### config.mk
export PLATFORM = sky130hd
export DESIGN_NAME = rr_mux_arbiter
export DESIGN_NICKNAME = d
export VERILOG_FILES = /design/src/rtl/rr_mux_arbiter.sv
export SDC_FILE = /design/constraint.sdc
export NUM_CORES = 1
export LEC_CHECK = 0
export BUFFER_PORTS_ARGS = -buffer_cell sky130_fd_sc_hd__buf_2
export CAP_MARGIN = 30
export CELL_PAD_IN_SITES_DETAIL_PLACEMENT = 1
export CELL_PAD_IN_SITES_GLOBAL_PLACEMENT = 1
export CORE_MARGIN = 2
export CORE_UTILIZATION = 42
export CTS_CLUSTER_SIZE = 8
export DETAILED_ROUTE_END_ITERATION = 16
export GPL_ROUTABILITY_DRIVEN = 0
export GPL_TIMING_DRIVEN = 0
export HOLD_SLACK_MARGIN = 0.08
export PLACE_DENSITY = 0.79
export SYNTH_ARGS = -nofsm -noshare
export SYNTH_HDL_FRONTEND = slang
export SYNTH_SLANG_ARGS = --single-unit
### constraint.sdc
create_clock -name clk -period 3.55 [get_ports clk]
set_input_delay 0.71 -clock clk [delete_from_list [all_inputs] [get_ports clk]]
set_output_delay 0.71 -clock clk [all_outputs]
set_load 0.02 [all_outputs]
### src/rtl/rr_mux_arbiter.sv
// Round-robin arbiter for eight requesters sharing one 8:1 data path.
// A winner keeps the grant for at most MAX_HOLD consecutive cycles. Every
// release, whether normal or forced, passes through at least one idle cycle.
module rr_mux_arbiter #(
  parameter int unsigned MAX_HOLD = 8
) (
  input  logic       clk,
  input  logic       rst_n,
  input  logic [7:0] req,
  input  logic [7:0] din,
  output logic [7:0] gnt,
  output logic [2:0] sel,
  output logic       dout,
  output logic       busy,
  output logic       preempt
);

  localparam int unsigned CntW = $clog2(MAX_HOLD + 1);

  typedef enum logic [0:0] {StIdle, StGrant} state_e;

  state_e          state_q;
  logic [2:0]      ptr_q;
  logic [CntW-1:0] cnt_q;

  logic [15:0] req_dbl;
  logic [7:0]  req_rot;
  logic [2:0]  win_off;
  logic [2:0]  win_idx;
  logic        any_req;

  // Rotate the request vector so that bit 0 is the pointer position, then pick the lowest set bit
  always_comb begin
    req_dbl = {req, req};
    req_rot = req_dbl[ptr_q +: 8];
    win_off = '0;
    for (int i = 7; i >= 0; i--) begin
      if (req_rot[i]) win_off = 3'(i);
    end
    // 3-bit add wraps the scan from index 7 back to 0
    win_idx = ptr_q + win_off;
    any_req = |req;
  end

  // FSM with registered grant, select, busy and preempt outputs
  always_ff @(posedge clk or negedge rst_n) begin
    if (!rst_n) begin
      state_q <= StIdle;
      ptr_q   <= '0;
      cnt_q   <= '0;
      gnt     <= '0;
      sel     <= '0;
      busy    <= 1'b0;
      preempt <= 1'b0;
    end else begin
      preempt <= 1'b0;
      case (state_q)
        StIdle: begin
          if (any_req) begin
            state_q <= StGrant;
            gnt     <= 8'(1) << win_idx;
            sel     <= win_idx;
            cnt_q   <= CntW'(1);
            busy    <= 1'b1;
          end
        end
        StGrant: begin
          if (!req[sel] || (cnt_q == CntW'(MAX_HOLD))) begin
            state_q <= StIdle;
            gnt     <= '0;
            busy    <= 1'b0;
            cnt_q   <= '0;
            ptr_q   <= sel + 3'd1;
            // Only a holder still requesting at the limit is flagged as pre-empted
            preempt <= req[sel];
          end else begin
            cnt_q <= cnt_q + CntW'(1);
          end
        end
        default: begin
          state_q <= StIdle;
          gnt     <= '0;
          busy    <= 1'b0;
        end
      endcase
    end
  end

  logic [3:0] mux_l1;
  logic [1:0] mux_l2;
  logic       mux_l3;

  // Shared data path as a three-level tree of 2:1 muxes, gated off while idle
  always_comb begin
    for (int j = 0; j < 4; j++) begin
      mux_l1[j] = sel[0] ? din[2*j+1] : din[2*j];
    end
    for (int j = 0; j < 2; j++) begin
      mux_l2[j] = sel[1] ? mux_l1[2*j+1] : mux_l1[2*j];
    end
    mux_l3 = sel[2] ? mux_l2[1] : mux_l2[0];
    dout   = busy & mux_l3;
  end

endmodule

After elaboration in Yosys (flattened, before gate mapping)
Cells that the tools add are included.

$add $sub $neg: 3. Eq/ne operators: 3. Reductions and logical operators: 6. Bitwise logic cells: 2. Shifts and indexed selects: 2. Muxes and demuxes: 31. Order comparisons: 1.

Operators by type and width (count): two-way mux 3 bit (8); two-way mux 8 bit (2); case mux 8 bit (2 select lines) (1); variable part select 16 x 4 -> 8 bit (1); two-way mux 1 bit (14); two-way mux 4 bit (2); case mux 4 bit (2 select lines) (1); OR reduction 8 bit (1); left shift 1 x 3 -> 8 bit, first input constant (1); AND reduction 2 bit (3); adder 4 x 1 -> 4 bit, second input constant (1); equality test 4 bit, second input constant (1); less-than comparator 3 x 4 -> 1 bit, second input constant (1); case mux 1 bit (2 select lines) (2); adder 3 x 1 -> 3 bit, second input constant (1); adder 3 bit (1); binary-select mux 1 bit (select 3 bit) (1); inequality test 2 x 1 -> 1 bit, second input constant (1); inequality test 2 bit, second input constant (1); AND 1 bit (1); logical NOT 1 bit (1); logical OR 1 bit (1); NOT 1 bit (1).

Output and inout port bits: 14. Input bits: 18. Register bits after elaboration: 21. Logic and storage cells: 55.

Logic depth before layout (Yosys ltp)
Gate-level depths: netlist (run 1).

Depth in word-level cells: 13. Mapped depth: 14.

Worst setup path before layout (run 1)
OpenSTA, ideal clock, no wires.

Path kind: input port to flip-flop. From: input req[5]. To: register gnt[1]. Required time: 3.420 ns. Slack: 0.412 ns. Library setup time: 0.130 ns. Stages on the path: 13. Arrival: 3.008 ns. Buffers on the path: 1. Cell sequence: buf_2 > mux4_2 > inv_1 > nor2_1 > nor3_1 > nor2_1 > o31ai_1 > ha_1 > inv_1 > fa_1 > xnor2_1 > xor2_1 > o21ai_1.

Word-level cells in the longest chain between the ends: 13. Elaborated cells on any way between the ends: 21.

RTL lines: from (decl) (RTL line 9) `input logic [7:0] req,`; variable part select 16 x 4 -> 8 bit (RTL line 35) `req_rot = req_dbl[ptr_q +: 8];`; two-way mux 3 bit (8 in series) (RTL line 38) `if (req_rot[i]) win_off = 3'(i);`; adder 3 bit (RTL line 41) `win_idx = ptr_q + win_off;`; left shift 1 x 3 -> 8 bit (RTL line 61) `gnt <= 8'(1) << win_idx;`; two-way mux 8 bit (RTL line 59) `if (any_req) begin`; case mux 8 bit (2 select lines) (RTL line 57) `case (state_q)`; to (signal assigned) (RTL line 61); to (decl) (RTL line 11) `output logic [7:0] gnt,`.

Several ways; a longest one is shown, not always the timed one. The select of a mux whose other input is x is not followed. A chain may end at the register's enable or synchronous reset.

Worst setup path after layout (run 1)
From: register ptr_q[0]. To: register gnt[3].

Word-level cells in the longest chain between the ends: 13.

RTL lines: from (decl) (RTL line 23) `logic [2:0] ptr_q;`; from (signal assigned) (RTL line 73) `ptr_q <= sel + 3'd1;`; variable part select 16 x 4 -> 8 bit (RTL line 35); two-way mux 3 bit (8 in series) (RTL line 38); adder 3 bit * (RTL line 41); left shift 1 x 3 -> 8 bit * (RTL line 61); two-way mux 8 bit * (RTL line 59); case mux 8 bit (2 select lines) * (RTL line 57).

Mark *: on every way between the ends. The rest lies on a longest branch, timed or not. The select of a mux whose other input is x is not followed.

==> results of run 1 <==
stage by stage:
| stage | cells | power, W |
|---|---|---|
| after floorplan | 176 | 0.00130 |
| after global placement | 255 | 0.00152 |
| after detailed placement | 255 | 0.00160 |
| after CTS | 258 | 0.00175 |
| after global routing | 258 | 0.00195 |
| final | 258 | 0.00179 |
layout make-up:
type                    instances  area [µm²]
inverters                      11        43.8
clock buffers                   4        45.0
multi-input cells             134        1120
flip-flops and latches         21         526
repair buffers                 29         145
fillers                       468        1980
plain buffers                   9        48.8
well taps                      50        62.6
kinds of logic (layout without fill, tap and decap cells):
logic type | after synthesis | in the layout | synth area share [%]
adder cells (fa/ha/maj) | 5 | 5 | 4.09
XOR/XNOR | 5 | 5 | 2.56
flip-flops | 21 | 21 | 30.7
AND/OR/NAND/NOR | 61 | 61 | 15.9
AO/OA/AOI/OAI | 36 | 36 | 13.1
multiplexers | 27 | 27 | 28.2
buffers and inverters | 21 | 53 | 5.55
final timing paths:
path / end / slack [ns]
min reg2reg: gnt[5]$_DFFE_PN0P_ / 0.49
min: cnt_q[3]$_DFFE_PN0P_ / 0.40
min in group clk: gnt[5]$_DFFE_PN0P_ / 0.49
max in group asynchronous: ptr_q[0]$_DFFE_PN0P_ / 2.82
max: gnt[3]$_DFFE_PN0P_ / 0.24
max reg2reg: gnt[3]$_DFFE_PN0P_ / 0.24
what timing repair did:
item / 4_1_cts / 5_1_grt
cloned: 0 / 0
setup endpoints to repair: 9 / 9
gates resized for setup: 1 / 5
layer usage:
layer | up-vias | wire [µm]
li1 | 703 | -
met1 | 779 | 1920
met2 | 41 | 2440
met3 | 10 | 135
met4 | 0 | 76
met5 | - | 0
cell usage after synthesis (3+ instances only):
cell,n
sky130_fd_sc_hd__dfrtp_1,21
sky130_fd_sc_hd__nand2_1,21
sky130_fd_sc_hd__nor2_1,20
sky130_fd_sc_hd__mux4_2,10
sky130_fd_sc_hd__a21oi_1,9
sky130_fd_sc_hd__inv_1,9
sky130_fd_sc_hd__o21ai_0,9
sky130_fd_sc_hd__mux2i_1,7
sky130_fd_sc_hd__o21ai_1,6
sky130_fd_sc_hd__clkbuf_1,5
sky130_fd_sc_hd__mux2_2,5
sky130_fd_sc_hd__mux4_1,5
sky130_fd_sc_hd__a22o_1,4
sky130_fd_sc_hd__ha_1,4
sky130_fd_sc_hd__nand2b_1,4
sky130_fd_sc_hd__nand3_1,3
sky130_fd_sc_hd__nor2b_1,3
sky130_fd_sc_hd__nor3_1,3
sky130_fd_sc_hd__xor2_1,3
power groups by stage:
stage	clock network (W)	registers, W	logic (W)
2_1_floorplan	0	0.000413	0.000885
3_3_place_gp	0	0.000380	0.00114
3_5_place_dp	0	0.000387	0.00121
4_1_cts	0.000158	0.000382	0.00121
5_1_grt	0.000170	0.000391	0.00139
6_report	0.000156	0.000381	0.00125
sequential cells by signal, indices dropped and copies added, names as in the netlist:
register,cells
gnt,8
cnt_q,4
ptr_q,3
sel,3
busy,1
preempt,1
state_q,1
==> Implementation_results.wiki, run 1 <==
{| class="wikitable"
! Metric !! Value
|-
| Worst Path Arrival || 3.45 ns
|-
| Status || finished clean
|-
| Critical register-to-register path startpoint || ptr_q[0]$_DFFE_PN0P_
|-
| WL final || 4570 µm
|-
| Category of cells accounting for the largest share of critical-path delay || adder cells
|-
| Buffer depth of the longest clock path || 2
|-
| Endpoints failing setup || 0
|-
| Final-stage net count || 232
|-
| Switching pwr || 0.000858 W
|-
| Post-synthesis average cell area || 9.74 µm²
|-
| Remaining global-route overflow || 0
|-
| Input/output buffers || 29
|-
| Detailed-placement wirelength estimate || 3610 µm
|-
| Worst slack on hold paths || 0.396 ns
|-
| Depth of the critical timing path with buffers and inverters included || 13
|-
| Total negative slack || 0 ns
|-
| Buffers inserted by post-CTS timing repair || 0
|-
| Post-synth net total || 199
|-
| Clock tree from TritonCTS || built
|-
| CTS H-Tree Depth || 1
|-
| Post-route worst setup slack || 0.241 ns
|-
| Pin count of the biggest net entering global routing || 22
|-
| Diode insertion count for antenna repair || 0
|-
| Worst setup SP type || flip-flop
|-
| Count of different cell masters after synthesis || 42
|-
| Global-route met2 utilization || 38.4%
|-
| Total I/O pin count || 32
|-
| Row Count || 23
|-
| Normalized max-slew margin || 62.4%
|-
| Final instance area || 1990 µm²
|-
| Number of remaining DRC errors || 0
|-
| Number of iterations in the first detailed-routing pass || 4
|-
| Power density relative to cell area || 899 nW/µm²
|-
| Routed vias/inst || 5.94
|-
| Area added between synthesis and finish || 16.0%
|-
| Overall die width || 67.9 µm
|-
| Count of max-cap constraint violations || 0
|-
| Final period demand of the worst path || 3.31 ns
|-
| Primary flip-flop cell chosen by synthesis mapping || sky130_fd_sc_hd__dfrtp_1
|-
| Internal power || 0.000929 W
|-
| Post-synth EDFFs || 0
|-
| Required time worst endpoint || 3.70 ns
|-
| Worst path cell trace || buf_2 > mux4_2 > inv_1 > nor2_1 > nor3_1 > nor2_1 > o31ai_1 > ha_1 > inv_1 > fa_1 > xnor2_2 > xnor2_2 > a22o_1
|-
| Worst setup path class || reg -> reg
|-
| Top library cells by usage in the layout, fill and taps aside || sky130_fd_sc_hd__buf_2, sky130_fd_sc_hd__nand2_1, sky130_fd_sc_hd__dfrtp_1
|-
| Total Die Area || 4610 µm²
|-
| Post-Syn Area || 1710 µm²
|-
| CP Capture Type || flip-flop
|-
| Initial DRC count || 37
|-
| Switching share of power || 48.0%
|-
| Maximum resistive drop on vdd || 0.287 mV
|-
| Core occupancy in the finished layout || 50.1%
|-
| Final ANT Viol Nets || 0
|-
| Worst path slowest cell || sky130_fd_sc_hd__mux4_2
|-
| Part of the power in combinational logic || 70.0%
|-
| Type of the tightest min-delay check || in -> async
|-
| Fraction of synthesized cell area taken by the top area cell type || 30.7%
|-
| Portion of the clock cycle consumed by the worst path in the final layout || 93.2%
|-
| Seq pwr share || 21.3%
|-
| Final setup skew || 0.00519 ns
|-
| Clock slew at reported path FFs || 0.08 ns
|-
| Post-synthesis cell type with the largest combined area || sky130_fd_sc_hd__dfrtp_1
|-
| Async set-or-reset flop fraction in the synthesized netlist || 100%
|-
| Number of buffers added by the clock tree synthesis step || 3
|-
| Most used routing layer in global routing || met2
|-
| Clock latency on the worst-skew pair || 0.26 ns
|-
| Fraction of the yosys area taken by sequential cells || 30.7%
|-
| Timing startpoint of the critical path || ptr_q[0]$_DFFE_PN0P_
|-
| Number of buffers inserted by hold repair at cts || 0
|-
| Critical Path Fanout Max || 10
|-
| Number of instances in the synthesized netlist || 176
|-
| Placement-stage cell area || 1920 µm²
|-
| Yosys warning count || 0
|-
| Met3 Usage GRT || 1.48%
|-
| Number of failing hold endpoints at the final stage || 0
|-
| Dpl ws || -0.0727 ns
|-
| R2R depth || 13
|-
| Max-slew violation count || 0
|-
| Most frequent standard cell in the layout excluding fill and tap cells || sky130_fd_sc_hd__buf_2
|-
| Delay contributed by the slowest stage of the critical path || 0.53 ns
|-
| Number of antenna violations at the first check in global routing || 0
|-
| Leakage power figure || 0.922 nW
|-
| Overall global routing resource usage || 21.4%
|-
| Top achievable clock speed || 302 MHz
|-
| DR vias || 1,533
|-
| Wirelength per Cell || 17.7 µm
|-
| Number of buffer and inverter instances along the worst setup path || 3
|-
| Height of the chip || 67.9 µm
|-
| Number of sinks driven by the clock tree || 21
|-
| Slew @ Worst Pin || 0.560 ns
|-
| Global Route met1 Usage || 27.7%
|-
| CTS Root Cell || sky130_fd_sc_hd__clkbuf_8
|-
| Core box area || 3970 µm²
|-
| Part of the total power dissipated in the clock network || 8.7%
|-
| Effective utilization at floorplan || 43.2%
|-
| Cells taking the most area after synthesis || sky130_fd_sc_hd__dfrtp_1, sky130_fd_sc_hd__mux4_2, sky130_fd_sc_hd__mux4_1
|-
| Share of post-route cells with drive strength above 1 || 28.8%
|-
| Wire length of the first global-routing pass || 7490 µm
|-
| Synthesized flop and latch total || 21
|-
| Vias in the first global route || 1,581
|}
Power figures use the tool's default switching activity.
==> inputs of run 2 (changes only) <==
- CORE_UTILIZATION: 42 -> 46
- HOLD_SLACK_MARGIN: 0.08 -> 0.15
- PLACE_DENSITY: 0.79 -> 0.85
- clock period: 3.55 -> 4 ns (I/O delays scaled with it)
==> run 2 against run 1 <==
Net effect:
- maximum frequency down 6.8%
- sequential cell count unchanged
- count of clock-buffer cells in the layout is 1 lower
- sequential share of layout area up 0.29 points
- hold slack improved by 0.078 ns
- via count shrank 1.1%
- die area shrank 8.2%
==> Implementation_results.wiki, run 2 (synthesis results as in run 1) <==
{| class="wikitable"
! Metric !! Value
|-
| Status || finished clean
|-
| Number of antenna violations at the first check in global routing || 0 (unchanged)
|-
| WL final || 4450 µm (-2.6%)
|-
| Height of the chip || 65.0 µm (-4.2%)
|-
| Non-filler instance count after layout || 257 (-0.39%)
|-
| Top register by number of flip-flops || gnt
|-
| Switching pwr || 0.000763 W (-11%)
|-
| Clock slew at reported path FFs || 0.08 ns (about the same)
|-
| Share of post-route cells with drive strength above 1 || 27.8% (-1.1 points)
|-
| Slew @ Worst Pin || 0.535 ns (-0.0247 ns)
|-
| Diode insertion count for antenna repair || 0 (unchanged)
|-
| Normalized max-slew margin || 64.3% (+1.9 points)
|-
| Number of remaining DRC errors || 0 (unchanged)
|-
| Area added between synthesis and finish || 14.7%
|-
| Buffers inserted by post-CTS timing repair || 0 (unchanged)
|-
| Maximum resistive drop on vdd || 0.408 mV (+42%)
|-
| DR vias || 1,516 (-1.1%)
|-
| Leakage power figure || 0.913 nW (-0.92%)
|-
| Number of sinks driven by the clock tree || 21 (unchanged)
|-
| Part of the total power dissipated in the clock network || 9.1% (+0.4 points)
|-
| Detailed-placement wirelength estimate || 3400 µm (-5.9%)
|-
| Worst Path Arrival || 3.76 ns (+0.31 ns)
|-
| Vias in the first global route || 1,524 (-3.6%)
|-
| Final-stage net count || 233 (+0.43%)
|-
| Largest regs || gnt x8, cnt_q x4
|-
| Input/output buffers || 29 (unchanged)
|-
| Flip-flop count of the largest register after layout || 8 (unchanged)
|-
| CTS H-Tree Depth || 1 (unchanged)
|-
| Portion of the clock cycle consumed by the worst path in the final layout || 88.7% (-4.5 points)
|-
| Total Die Area || 4230 µm² (-8.2%)
|-
| Internal power || 0.000803 W (-14%)
|-
| Power density relative to cell area || 796 nW/µm² (-11%)
|-
| Number of buffers added by the clock tree synthesis step || 3 (unchanged)
|-
| Row Count || 22 (-4.3%)
|-
| Effective utilization at floorplan || 47.2% (+4.0 points)
|-
| Part of the power in combinational logic || 69.0% (-1.0 points)
|-
| Total negative slack || 0 ns (unchanged)
|-
| Buffer depth of the longest clock path || 2 (unchanged)
|-
| Max-slew violation count || 0 (unchanged)
|-
| Required time worst endpoint || 4.21 ns (+0.51 ns)
|-
| Routed vias/inst || 5.90 (-0.72%)
|-
| Wirelength per Cell || 17.3 µm (-2.2%)
|-
| Core box area || 3630 µm² (-8.5%)
|-
| Seq pwr share || 21.9% (+0.6 points)
|-
| Placed Instances || 253 (-0.78%)
|-
| Switching share of power || 48.7% (+0.70 points)
|-
| Type of the tightest min-delay check || in -> async
|-
| Top library cells by usage in the layout, fill and taps aside || sky130_fd_sc_hd__buf_2, sky130_fd_sc_hd__nand2_1, sky130_fd_sc_hd__dfrtp_1
|-
| Pin count of the biggest net entering global routing || 22 (unchanged)
|-
| CTS Root Cell || sky130_fd_sc_hd__clkbuf_8
|-
| Number of failing hold endpoints at the final stage || 0 (unchanged)
|-
| Setup repair after global routing missed its margin || no
|-
| Wire length of the first global-routing pass || 7460 µm (-0.47%)
|-
| Endpoints failing setup || 0 (unchanged)
|-
| Clock latency on the worst-skew pair || 0.27 ns (about the same)
|-
| Critical Path Fanout Max || 10 (unchanged)
|-
| Number of iterations in the first detailed-routing pass || 4 (unchanged)
|-
| Remaining global-route overflow || 0 (unchanged)
|-
| Final period demand of the worst path || 3.55 ns (+0.241 ns)
|-
| Total I/O pin count || 32 (unchanged)
|-
| Overall die width || 65.0 µm (-4.2%)
|-
| Most frequent standard cell in the layout excluding fill and tap cells || sky130_fd_sc_hd__buf_2
|-
| Worst setup path class || reg -> reg
|-
| Top achievable clock speed || 282 MHz (-6.8%)
|-
| Final setup skew || 0.00828 ns (+0.00309 ns)
|-
| Worst setup SP type || flip-flop
|-
| Count of max-cap constraint violations || 0 (unchanged)
|-
| CP Capture Type || flip-flop
|-
| Initial DRC count || 76 (+110%)
|-
| Clock tree from TritonCTS || built
|-
| Overall global routing resource usage || 22.7% (+1.3 points)
|-
| Final ANT Viol Nets || 0 (unchanged)
|}
-- run 2: cell count changes in the layout (fill, tap and decap cells not counted) --
cell,delta
sky130_fd_sc_hd__a2111oi_1,-1
sky130_fd_sc_hd__buf_2,-1
sky130_fd_sc_hd__a2111oi_0,+1
sky130_fd_sc_hd__xnor2_1,+2
sky130_fd_sc_hd__clkbuf_2,+1
sky130_fd_sc_hd__xnor2_2,-2
sky130_fd_sc_hd__xor2_2,-1
sky130_fd_sc_hd__clkinv_2,+1
sky130_fd_sc_hd__xor2_1,+1
-- run 2: metrics by stage --
step           cell area, µm²  utilization, %  hold slack (ns)  worst slack (ns)  power [W]
2_1_floorplan            1710               -            0.491             0.772    0.00115
3_3_place_gp             1920            52.8            0.462             0.475    0.00135
3_5_place_dp             1920            52.8            0.473             0.347    0.00142
4_1_cts                  1970            54.1            0.492             0.294    0.00158
5_1_grt                  1970            54.1            0.512            0.0516    0.00170
6_report                 1970            54.1            0.474             0.451    0.00157
-- run 2: final timing paths --
check                      cells after the start  slack (ns)            startpoint              endpoint
max reg2reg                                   14        0.45  ptr_q[1]$_DFFE_PN0P_    gnt[7]$_DFFE_PN0P_
max                                           14        0.45  ptr_q[1]$_DFFE_PN0P_    gnt[7]$_DFFE_PN0P_
min in group clk                               2        0.49    gnt[0]$_DFFE_PN0P_    gnt[0]$_DFFE_PN0P_
min reg2reg                                    2        0.49    gnt[0]$_DFFE_PN0P_    gnt[0]$_DFFE_PN0P_
max in group asynchronous                      1        3.19                 rst_n  cnt_q[2]$_DFFE_PN0P_
min                                            1        0.47                 rst_n    gnt[1]$_DFFE_PN0P_
-- run 2: layer usage --
layer  vias to the layer above  wire [µm]  track usage [%]
met5                         -          0                0
met4                         0         26             1.56
met3                         4        223             3.13
met2                        45       2300             39.9
met1                       759       1900             31.3
li1                        708          -                -
-- run 2: critical path: stages (launching register included) --
cell and delay (ns):
sky130_fd_sc_hd__dfrtp_1 0.35, sky130_fd_sc_hd__buf_6 0.15, sky130_fd_sc_hd__clkbuf_1 0.44, sky130_fd_sc_hd__mux2i_1 0.18, sky130_fd_sc_hd__mux2i_1 0.27, sky130_fd_sc_hd__nor2_1 0.10
sky130_fd_sc_hd__nor3_1 0.21, sky130_fd_sc_hd__nor2_1 0.09, sky130_fd_sc_hd__o31ai_1 0.28, sky130_fd_sc_hd__ha_1 0.21, sky130_fd_sc_hd__inv_1 0.05, sky130_fd_sc_hd__fa_1 0.37
sky130_fd_sc_hd__xnor2_1 0.26, sky130_fd_sc_hd__xor2_1 0.33, sky130_fd_sc_hd__a22o_1 0.19
-- run 2: layout make-up --
type	count	area [µm²]
inverters	11	43.8
repair buffers	29	145
multi-input cells	134	1090
clock inverters	1	5.00
plain buffers	10	52.6
flip-flops and latches	21	526
fillers	458	1670
clock buffers	3	41.3
well taps	48	60.1
-- run 2: power groups by stage --
stage | Combinational, W | Clock [W] | Sequential, W
final | 0.00108 | 0.000143 | 0.000343
after global routing | 0.00120 | 0.000153 | 0.000354
after CTS | 0.00109 | 0.000146 | 0.000344
after detailed placement | 0.00107 | 0 | 0.000343
after global placement | 0.00102 | 0 | 0.000337
after floorplan | 0.000785 | 0 | 0.000366
-- run 2: repair_timing --
action / 4_1_cts / 5_1_grt
hold buffers: 0 / 0
endpoints found under the setup margin: 0 / 3
resized for setup: 0 / 2
==> inputs of run 3 (changes only) <==
- ABC_AREA: unset -> 1
- CORE_UTILIZATION: 46 -> 42
- PLACE_DENSITY: 0.85 -> 0.84
==> run 3 against run 2 <==
Net effect:
- non-clock buffer count fell by 1
- die area up 6.9%
- utilization down 2.3 points
- cell count is 24% higher
- maximum frequency up 25%
- first-iteration DRC count decreased by 32%
- sequential power up 2%
- hold slack improved by 0.0018 ns
- cell area decreased by 1.3%
- clock skew is 0.0058 ns lower
- largest cell class unchanged
==> Implementation_results.wiki, run 3 <==
{| class="wikitable"
! Metric !! Value
|-
| Status || finished clean
|-
| CTS resizes || 0 (unchanged)
|-
| Area added between synthesis and finish || 15.6%
|-
| Primary flip-flop cell chosen by synthesis mapping || sky130_fd_sc_hd__dfrtp_1
|-
| Number of failing hold endpoints at the final stage || 0 (unchanged)
|-
| Maximum resistive drop on vdd || 0.460 mV (+13%)
|-
| Top achievable clock speed || 351 MHz (+25%)
|-
| Diode insertion count for antenna repair || 0 (unchanged)
|-
| Worst path cell trace || buf_2 > nand2_1 > nand3_1 > nand3_1 > nand2_1 > inv_1 > a21oi_1 > o21bai_1 > a21oi_1 > ha_1 > inv_1 > fa_1 > inv_1 > nand2_1 > nor2_1 > nand3_1 > nand2_1
|-
| Count of different cell masters after synthesis || 35 (-17%)
|-
| Post-Syn Area || 1680 µm² (-2.0%)
|-
| Wire length of the first global-routing pass || 7620 µm (+2.2%)
|-
| Number of buffer and inverter instances along the worst setup path || 4 (+1)
|-
| Number of buffers inserted by hold repair at cts || 0 (unchanged)
|-
| Worst setup path class || in -> reg
|-
| Cells taking the most area after synthesis || sky130_fd_sc_hd__dfrtp_1, sky130_fd_sc_hd__nand2_1, sky130_fd_sc_hd__nand3_1
|-
| Worst Path Arrival || 3.06 ns (-0.70 ns)
|-
| Height of the chip || 67.3 µm (+3.4%)
|-
| Count of max-cap constraint violations || 0 (unchanged)
|-
| Timing startpoint of the critical path || req[0]
|-
| CP Capture Type || flip-flop
|-
| Leakage power figure || 1.02 nW (+12%)
|-
| Total Die Area || 4520 µm² (+6.9%)
|-
| Required time worst endpoint || 4.21 ns (about the same)
|-
| Final setup skew || 0.00248 ns (-0.00580 ns)
|-
| Top register by number of flip-flops || gnt
|-
| Number of antenna violations at the first check in global routing || 0 (unchanged)
|-
| Fraction of the yosys area taken by sequential cells || 31.3% (+0.62 points)
|-
| Total negative slack || 0 ns (unchanged)
|-
| Final-stage net count || 294 (+26%)
|-
| Yosys warning count || 0 (unchanged)
|-
| Delay contributed by the slowest stage of the critical path || 0.47 ns (+0.03 ns)
|-
| Input/output buffers || 31 (+6.9%)
|-
| Final period demand of the worst path || 2.85 ns (-0.699 ns)
|-
| Top library cells by usage in the layout, fill and taps aside || sky130_fd_sc_hd__nand2_1, sky130_fd_sc_hd__nand3_1, sky130_fd_sc_hd__buf_2
|-
| Remaining global-route overflow || 0 (unchanged)
|-
| CTS H-Tree Depth || 1 (unchanged)
|-
| Flip-flop count of the largest register after layout || 8 (unchanged)
|-
| Endpoints failing setup || 0 (unchanged)
|-
| Buffer depth of the longest clock path || 2 (unchanged)
|-
| Setup repair after global routing missed its margin || no
|-
| Number of iterations in the first detailed-routing pass || 4 (unchanged)
|-
| Routed vias/inst || 5.16 (-13%)
|-
| Internal power || 0.000786 W (-2.1%)
|-
| Share of post-route cells with drive strength above 1 || 26.7% (-1.1 points)
|-
| Number of instances in the synthesized netlist || 235 (+34%)
|-
| Critical register-to-register path startpoint || ptr_q[0]$_DFFE_PN0P_
|-
| Number of remaining DRC errors || 0 (unchanged)
|-
| Part of the power in combinational logic || 72.2% (+3.2 points)
|-
| Switching share of power || 55.5% (+6.8 points)
|-
| Detailed-placement wirelength estimate || 3480 µm (+2.3%)
|-
| Normalized max-slew margin || 68.3% (+4.0 points)
|-
| Part of the total power dissipated in the clock network || 8.0% (-1.1 points)
|-
| Post-synth EDFFs || 0 (unchanged)
|-
| WL final || 4400 µm (-1.0%)
|-
| Total I/O pin count || 32 (unchanged)
|-
| Power density relative to cell area || 910 nW/µm² (+14%)
|-
| Seq pwr share || 19.9% (-2.0 points)
|-
| Row Count || 22 (unchanged)
|-
| Number of buffers added by the clock tree synthesis step || 3 (unchanged)
|-
| Core box area || 3740 µm² (+3.0%)
|-
| Critical Path Fanout Max || 6 (-4)
|-
| Synthesized flop and latch total || 21 (unchanged)
|-
| Fill cell instance count of the final layout || 515 (+12%)
|-
| Most frequent cell after synthesis || sky130_fd_sc_hd__nand2_1
|-
| Post-synthesis average cell area || 7.15 µm² (-27%)
|-
| Category of cells accounting for the largest share of critical-path delay || simple AND/OR/NAND/NOR gates
|-
| Async set-or-reset flop fraction in the synthesized netlist || 100% (unchanged)
|-
| Worst setup SP type || input port
|-
| Final ANT Viol Nets || 0 (unchanged)
|-
| Post-synth net total || 258 (+30%)
|-
| Worst path slowest cell || sky130_fd_sc_hd__fa_1
|-
| Clock latency on the worst-skew pair || 0.27 ns (about the same)
|-
| Switching pwr || 0.000982 W (+29%)
|-
| Type of the tightest min-delay check || in -> async
|-
| Critical Path Most Common Cell || sky130_fd_sc_hd__nand2_1
|-
| Initial DRC count || 52 (-32%)
|-
| Overall die width || 67.3 µm (+3.4%)
|-
| Effective utilization at floorplan || 44.9% (-2.3 points)
|-
| Core occupancy in the finished layout || 51.9% (-2.3 points)
|-
| Largest regs || gnt x8, cnt_q x4
|-
| Clock tree from TritonCTS || built
|-
| Wirelength per Cell || 13.8 µm (-20%)
|-
| Max-slew violation count || 0 (unchanged)
|-
| Buffers inserted by post-CTS timing repair || 0 (unchanged)
|-
| Clock slew at reported path FFs || 0.08 ns (about the same)
|-
| Pin count of the biggest net entering global routing || 22 (unchanged)
|-
| Number of sinks driven by the clock tree || 21 (unchanged)
|-
| CTS Root Cell || sky130_fd_sc_hd__clkbuf_8
|-
| Portion of the clock cycle consumed by the worst path in the final layout || 71.3% (-17 points)
|-
| Most frequent standard cell in the layout excluding fill and tap cells || sky130_fd_sc_hd__nand2_1
|-
| Fraction of synthesized cell area taken by the top area cell type || 31.3% (+0.62 points)
|-
| DR vias || 1,641 (+8.2%)
|-
| Vias in the first global route || 1,664 (+9.2%)
|-
| Most instantiated cells after synthesis || sky130_fd_sc_hd__nand2_1, sky130_fd_sc_hd__nand3_1, sky130_fd_sc_hd__dfrtp_1
|-
| Post-synthesis cell type with the largest combined area || sky130_fd_sc_hd__dfrtp_1
|-
| Slew @ Worst Pin || 0.476 ns (-0.0595 ns)
|-
| Overall global routing resource usage || 22.0% (-0.70 points)
|}
run 3: cell count changes in the layout (fill, tap and decap cells not counted), moves of 6 or more:
cell                      change
sky130_fd_sc_hd__nand2_1     +39
sky130_fd_sc_hd__nand3_1     +29
sky130_fd_sc_hd__nand3_2      +7
sky130_fd_sc_hd__a21oi_1      -6
sky130_fd_sc_hd__inv_1        +9
sky130_fd_sc_hd__o21ai_0      +6
sky130_fd_sc_hd__mux2i_1      -7
sky130_fd_sc_hd__nand2_2     +12
sky130_fd_sc_hd__mux4_2      -10
run 3: logic make-up (layout without fill, tap and decap cells):
family	count (synthesis)	in the layout	synth area share [%]
adders and majority gates	5	5	4.17
buffers and inverters	30	65	9.16
and+or+nand+nor	147	147	43.9
DFF	21	21	31.3
xor gates and xnor gates	3	3	1.56
AOI/OAI and AO/OA	29	29	9.90
run 3: path summary, 6_finish.rpt:
kind | slack (ns) | endpoint | depth (start not counted)
max in group asynchronous | 3.21 | gnt[4]$_DFFE_PN0P_ | 1
min in group clk | 0.51 | gnt[5]$_DFFE_PN0P_ | 2
setup / recovery | 1.15 | gnt[7]$_DFFE_PN0P_ | 17
hold / removal | 0.48 | cnt_q[2]$_DFFE_PN0P_ | 1
hold reg to reg | 0.51 | gnt[5]$_DFFE_PN0P_ | 2
setup reg to reg | 1.19 | gnt[7]$_DFFE_PN0P_ | 18
run 3: final cells by class:
cell class / count / area (µm²) / area share [%]
well taps: 48 / 60.1 / 3.09
clock inverters: 1 / 5.00 / 0.258
repair buffers: 31 / 155 / 7.99
multi-input cells: 184 / 1000 / 51.5
inverters: 23 / 93.8 / 4.83
clock buffers: 3 / 41.3 / 2.13
plain buffers: 7 / 60.1 / 3.09
flip-flops and latches: 21 / 526 / 27.1
run 3: routing by layer:
layer | vias up | part of all wire (%) | track usage [%]
li1 | 848 | - | -
met4 | 0 | 1.4 | 8.16
met2 | 17 | 49 | 38.9
met1 | 771 | 48 | 28.4
met3 | 5 | 1.6 | 1.17
met5 | - | 0 | 0
run 3: per-stage QoR:
stage	cells	hold WS [ns]	worst slack (ns)	total power, W	area (µm²)
2_1_floorplan	235	0.495	1.33	0.00132	1680
3_3_place_gp	314	0.487	0.942	0.00159	1900
3_5_place_dp	314	0.489	0.887	0.00163	1900
4_1_cts	318	0.488	1.12	0.00179	1940
5_1_grt	318	0.513	0.862	0.00197	1940
6_report	318	0.476	1.15	0.00177	1940
run 3: power groups by stage:
| stage | clock [W] | sequential [W] | combinational (W) |
|---|---|---|---|
| global route | 0.000153 | 0.000362 | 0.00145 |
| floorplan | 0 | 0.000392 | 0.000930 |
| detailed placement | 0 | 0.000356 | 0.00128 |
| finish | 0.000141 | 0.000351 | 0.00128 |
| CTS | 0.000145 | 0.000351 | 0.00130 |
| global placement | 0 | 0.000353 | 0.00124 |
